## src/rtl/rf_write_arbiter.sv

```systemverilog
// Purpose: round-robin share of the single register-file write port among ALU, load and stack requesters.
// Latency: one cycle from an uncontended request to its gnt pulse and the matching WrEn write.
// Backpressure: requests are held until their gnt; a losing requester waits at most three cycles.
module rf_write_arbiter #(
  parameter int WIDTH    = 8,
  parameter int DEPTH    = 4,
  parameter int ADDR     = 2,
  parameter int SP_ADDR  = 3,
  parameter int SP_RESET = 255
) (
  input  logic             CLK,
  input  logic             RST,
  input  logic             alu_req,
  input  logic [ADDR-1:0]  alu_addr,
  input  logic [WIDTH-1:0] alu_data,
  output logic             alu_gnt,
  input  logic             ld_req,
  input  logic [ADDR-1:0]  ld_addr,
  input  logic [WIDTH-1:0] ld_data,
  output logic             ld_gnt,
  input  logic             sp_push,
  input  logic             sp_pop,
  output logic             sp_gnt,
  output logic             WrEn,
  output logic [ADDR-1:0]  W_Add,
  output logic [WIDTH-1:0] WrData,
  output logic [WIDTH-1:0] Sp,
  output logic [DEPTH-1:0] pend
);

  localparam logic [ADDR-1:0]  SP_A   = ADDR'(SP_ADDR);
  localparam logic [WIDTH-1:0] SP_RST = WIDTH'(SP_RESET);
  localparam logic [WIDTH-1:0] ONE    = WIDTH'(1);

  // Requester indices: 0 = ALU, 1 = load, 2 = stack engine.
  localparam logic [1:0] IDX_ALU = 2'd0;
  localparam logic [1:0] IDX_LD  = 2'd1;
  localparam logic [1:0] IDX_SP  = 2'd2;

  logic             alu_gnt_q, alu_gnt_d;
  logic             ld_gnt_q,  ld_gnt_d;
  logic             sp_gnt_q,  sp_gnt_d;
  logic             wr_en_q,   wr_en_d;
  logic [ADDR-1:0]  w_add_q,   w_add_d;
  logic [WIDTH-1:0] wr_data_q, wr_data_d;
  logic [WIDTH-1:0] sp_q,      sp_d;
  logic [1:0]       last_q,    last_d;

  logic             sp_req;
  logic             alu_elig, ld_elig, sp_elig;
  logic [2:0]       elig;
  logic             win_vld;
  logic [1:0]       win_idx;
  logic [DEPTH-1:0] pend_v;

  // A requester is masked in its own grant cycle so a still-visible request is not issued twice.
  always_comb begin
    sp_req   = sp_push | sp_pop;
    alu_elig = alu_req & ~alu_gnt_q;
    ld_elig  = ld_req  & ~ld_gnt_q;
    sp_elig  = sp_req  & ~sp_gnt_q;
    elig     = {sp_elig, ld_elig, alu_elig};
  end

  // Round-robin search starting just after the last winner, wrapping over the three requesters.
  always_comb begin
    win_vld = 1'b0;
    win_idx = IDX_ALU;
    for (int k = 0; k < 3; k++) begin
      int idx;
      idx = (int'(last_q) + 1 + k) % 3;
      if (!win_vld && elig[idx]) begin
        win_vld = 1'b1;
        win_idx = 2'(idx);
      end
    end
  end

  // Next-state for grants and the write port; the port holds its address/data when idle.
  always_comb begin
    alu_gnt_d = 1'b0;
    ld_gnt_d  = 1'b0;
    sp_gnt_d  = 1'b0;
    wr_en_d   = 1'b0;
    w_add_d   = w_add_q;
    wr_data_d = wr_data_q;
    last_d    = last_q;
    sp_d      = sp_q;
    if (win_vld) begin
      last_d = win_idx;
      case (win_idx)
        IDX_ALU: begin
          alu_gnt_d = 1'b1;
          wr_en_d   = 1'b1;
          w_add_d   = alu_addr;
          wr_data_d = alu_data;
        end
        IDX_LD: begin
          ld_gnt_d  = 1'b1;
          wr_en_d   = 1'b1;
          w_add_d   = ld_addr;
          wr_data_d = ld_data;
        end
        default: begin
          // Push and pop together cancel: acknowledge but write nothing.
          sp_gnt_d = 1'b1;
          if (sp_push ^ sp_pop) begin
            wr_en_d   = 1'b1;
            w_add_d   = SP_A;
            wr_data_d = sp_push ? (sp_q - ONE) : (sp_q + ONE);
          end
        end
      endcase
    end
    // The shadow SP follows every write to the SP register, whichever requester made it.
    if (wr_en_d && (w_add_d == SP_A)) begin
      sp_d = wr_data_d;
    end
  end

  // Pending-write vector for hazard logic: only requests not yet granted count.
  always_comb begin
    pend_v = '0;
    for (int i = 0; i < DEPTH; i++) begin
      if (alu_elig && (int'(alu_addr) == i)) pend_v[i] = 1'b1;
      if (ld_elig  && (int'(ld_addr)  == i)) pend_v[i] = 1'b1;
    end
    if (sp_elig) pend_v[SP_ADDR] = 1'b1;
  end

  // Issue register: grants, write port, shadow SP and round-robin pointer.
  always_ff @(posedge CLK or negedge RST) begin
    if (!RST) begin
      alu_gnt_q <= 1'b0;
      ld_gnt_q  <= 1'b0;
      sp_gnt_q  <= 1'b0;
      wr_en_q   <= 1'b0;
      w_add_q   <= '0;
      wr_data_q <= '0;
      sp_q      <= SP_RST;
      last_q    <= IDX_SP;
    end else begin
      alu_gnt_q <= alu_gnt_d;
      ld_gnt_q  <= ld_gnt_d;
      sp_gnt_q  <= sp_gnt_d;
      wr_en_q   <= wr_en_d;
      w_add_q   <= w_add_d;
      wr_data_q <= wr_data_d;
      sp_q      <= sp_d;
      last_q    <= last_d;
    end
  end

  assign alu_gnt = alu_gnt_q;
  assign ld_gnt  = ld_gnt_q;
  assign sp_gnt  = sp_gnt_q;
  assign WrEn    = wr_en_q;
  assign W_Add   = w_add_q;
  assign WrData  = wr_data_q;
  assign Sp      = sp_q;
  assign pend    = pend_v;

endmodule
```

## config.mk

```make
export PLATFORM = sky130hd
export DESIGN_NAME = rf_write_arbiter
export DESIGN_NICKNAME = d
export VERILOG_FILES = /design/src/rtl/rf_write_arbiter.sv
export SDC_FILE = /design/constraint.sdc
export NUM_CORES = 1
export LEC_CHECK = 0
export CELL_PAD_IN_SITES_DETAIL_PLACEMENT = 1
export CELL_PAD_IN_SITES_GLOBAL_PLACEMENT = 1
export CORE_MARGIN = 1
export CORE_UTILIZATION = 36
export CTS_CLUSTER_DIAMETER = 100
export CTS_CLUSTER_SIZE = 28
export DETAILED_ROUTE_END_ITERATION = 10
export GPL_TIMING_DRIVEN = 1
export PLACE_DENSITY_LB_ADDON = 0.1
export SLEW_MARGIN = 20
export SYNTH_ARGS = -nofsm -noshare
export SYNTH_HDL_FRONTEND = slang
export SYNTH_SLANG_ARGS = --single-unit
```

## constraint.sdc

```tcl
create_clock -name CLK -period 3.88 [get_ports CLK]
set_input_delay 0.776 -clock CLK [delete_from_list [all_inputs] [get_ports CLK]]
set_output_delay 0.776 -clock CLK [all_outputs]
set_load 0.02 [all_outputs]
```

==> impl_metrics.py <==
metrics = {
    "clocking": {
        "clock-sinks": 24,
        "cts_max_level": 1,
        "cts_resized": 0,
        "clkTransAtPathRegs_ns": 0.09,
        "root_buffer": "clkbuf_8",
        "cts_hold_buf": 0,
        "cts_setup_buffers": 0,
        "cts_buffers": 3,
        "clk_latency_ns": 0.27,
        "clk_path_buf_depth": 2,
        "cts_tree": "built",
    },
    "floorplanning": {
        "dieArea_um2": 5492,
        "design.portCount": 52,
        "rows": 25,
        "die_h_um": 74.11,
        "core_area_um2": 4848,
        "start_util_pct": 38.61,
        "die_w_um": 74.11,
    },
    "grt": {
        "antenna_found_initial": 0,
        "grt_pass1_wl_um": 9128,
        "grt_max_degree": 22,
        "grt_use_total_pct": 22.37,
        "grt_pass1_vias": 1804,
        "overflow": 0,
    },
    "final_layout": {
        "final_area_um2": 2542,
        "drive_above_1_share_pct": 16.94,
        "fillers": 569,
        "diodes": 0,
        "area_growth_pct": 35.83,
        "nets": 287,
    },
    "routing": {
        "drt_iter0_markers": 60,
        "post_drt_wl_per_cell_um": 17.88,
        "viasPerCell": 5.502,
        "finalWirelength_um": 5631,
        "drt_first_pass_iters": 4,
        "antenna_left": 0,
        "drc": 0,
        "dr_total_vias": 1733,
    },
    "yosys": {
        "ys_seq_area_share_pct": 32.69,
        "avgSynthCellArea_um2": 9.904,
        "netlist_instances": 189,
        "synth_flop_cell": "dfrtp_1",
        "synth-seq-cells": 24,
        "synth_edf_count": 0,
        "synth_warnings": 0,
        "syn_nets": 227,
        "synth.distinct_cells": 59,
        "async_flop_share_pct": 100.0,
        "syn-cell-area_um2": 1872,
    },
    "power": {
        "ir_worst_vdd_mv": 0.4270,
        "powerDensity_nw_per_um2": 1024,
        "p_leak_nw": 1.041,
    },
    "timing": {
        "finalHoldViolations": 0,
        "skew_ns": 0.005304,
        "period_needed_ns": 3.450,
        "slew_headroom_pct": 34.10,
        "tightest_slew_ns": 0.9794,
        "period_share_pct": 88.91,
        "tns_ns": 0,
        "max_freq_mhz": 289.9,
        "slew_viol_final": 0,
        "setup_viol_count_final": 0,
        "grt_setup_unrepaired": "false",
    },
    "setup_path": {
        "worstPathMaxFanout": 5,
        "slowest_stage": "clkdlybuf4s50_1",
        "worst_path_most_repeated_cell": "clkdlybuf4s50_1",
        "crit_path_end_kind": "primary output",
        "path_buf_inv": 3,
        "worst_ep_required_time_ns": 3.10,
        "path_delay_family": "buffers and inverters",
        "slowest_delay_ns": 0.59,
        "crit_path_start_kind": "input port",
        "crit_arrival_ns": 2.67,
        "crit_type": "input port to primary output",
        "path_cells": "clkdlybuf4s50_1 -> inv_1 -> ha_1 -> nor2_1 -> a31oi_1 -> nand2_1 -> clkdlybuf4s50_1",
    },
    "placement": {
        "dp_hpwl_um": 4577,
        "placed_cell_area_um2": 2492,
        "numPortBuffers": 51,
        "gp_congestion": 0.8385,
    },
    "run": {
        "cap_violations": 0,
    },
    "hold_path": {
        "hold_path.class": "input port to asynchronous set/reset pin",
    },
    "status": {
        "status": "finished clean",
    },
}
[layout make-up]
type	instances	area, µm²	area share, %
Inverter	18	67.56	2.657
Sequential cell	24	611.8	24.06
Timing Repair Buffer	58	558.0	21.95
Clock buffer	4	55.05	2.165
Tap cell	67	83.83	3.297
Multi-Input combinational cell	144	1166	45.87
[state kept, by name (all words and copies together) (netlist names)]
signal	flops
W_Add	2
sp_gnt	1
Sp	8
ld_gnt	1
WrData	8
WrEn	1
last_q	2
alu_gnt	1
[synth_stat cells, types with 3 or more instances]
library cell  number  area share (%)
or2_2              3             1.0
nor2_1             5             1.0
nor2b_1            4             1.3
nor3_1             3            0.80
a21oi_1            6             1.6
o2111ai_1          4             1.9
o21a_1             6             2.4
nand3b_1           4             1.6
a21o_1             3             1.2
dfrtp_1           15              20
inv_1             18             3.6
mux2_4             5             4.0
a31oi_1            3             1.0
o21ai_0           14             3.7
dfstp_2            9              13
xnor2_1            4             1.9
nand2b_1           5             1.7
mux2i_1            3             1.6
o211ai_1           4             1.6
nand2_1            7             1.4
o22ai_1            3             1.0
ha_1              11             7.4
nor4_1             4             1.3
[stage by stage]
step                      util (%)  power (mW)  hold slack (ns)  setup slack [ns]  std cells
after floorplan                  -       1.852           0.4804             1.027        189
after global placement       51.41       2.410           0.4763            0.2320        311
after detailed placement     51.41       2.430           0.4940            0.2321        311
after CTS                    52.54       2.622           0.5094            0.4146        315
after global routing         52.44       2.800           0.5066            0.2502        315
final                        52.44       2.604           0.4689            0.4302        315
[placed cells by master, fill, tap and decap left out, drive strengths merged, types with 4 or more instances in the layout]
cell and count:
nand2 7, or2 4, o21a 6, nand2b 5
a21oi 9, o211ai 4, buf 8, nor2b 4
inv 18, clkdlybuf4s50 50, ha 11, dfrtp 15
mux2 5, nand3b 4, nor4 5, nor3 4
o21ai 15, nor2 5, o2111ai 4, xnor2 4
clkbuf 4, dfstp 9
[where the power goes]
group / total (mW) / switching [mW] / internal, mW / leakage, nW
Combinational: 1.90 / 1.02 / 0.882 / 0.736
Clock: 0.175 / 0.0844 / 0.0907 / 0.0288
Sequential: 0.526 / 0.0976 / 0.428 / 0.276
[worst reg2reg max path, delay by kind of cell, from the launching register on]
family	cells	cell delay (ns)
and+or+nand+nor	3	0.83
AOI/OAI and AO/OA	2	0.76
buffers and inverters	2	0.28
adders and majority gates	1	0.42
muxes	1	0.32
DFF	1	0.40
[logic make-up (layout without fill, tap and decap cells)]
| family | Yosys count | count (layout) | share of synthesized area, % |
|---|---|---|---|
| muxes | 8 | 8 | 5.615 |
| buffers and inverters | 21 | 80 | 5.013 |
| DFF | 24 | 24 | 32.69 |
| xor gates and xnor gates | 4 | 4 | 1.871 |
| and+or+nand+nor | 53 | 53 | 17.98 |
| adders and majority gates | 12 | 12 | 8.422 |
| AOI/OAI and AO/OA | 67 | 67 | 28.41 |
[final timing paths]
check	startpoint	end	slack (ns)	depth (start not counted)
min in group CLK	Sp[6]	Sp[6]	0.50	2
max in group asynchronous	RST	Sp[0]	2.86	2
worst min-delay path	RST	WrData[2]	0.47	1
worst max register to register	last_q[0]	Sp[1]	0.80	9
worst max-delay path	sp_push	pend[3]	0.43	7
worst min register to register	Sp[6]	Sp[6]	0.50	2
[per-layer routing]
metal / track usage [%] / part of all wire [%] / routed length, µm
met4: 4.487 / 0.48 / 27
met5: 0 / 0 / 0
met1: 30.26 / 47 / 2654
met2: 38.99 / 50 / 2814
met3: 2.033 / 2.4 / 135
(Power assumes the default switching activity.)
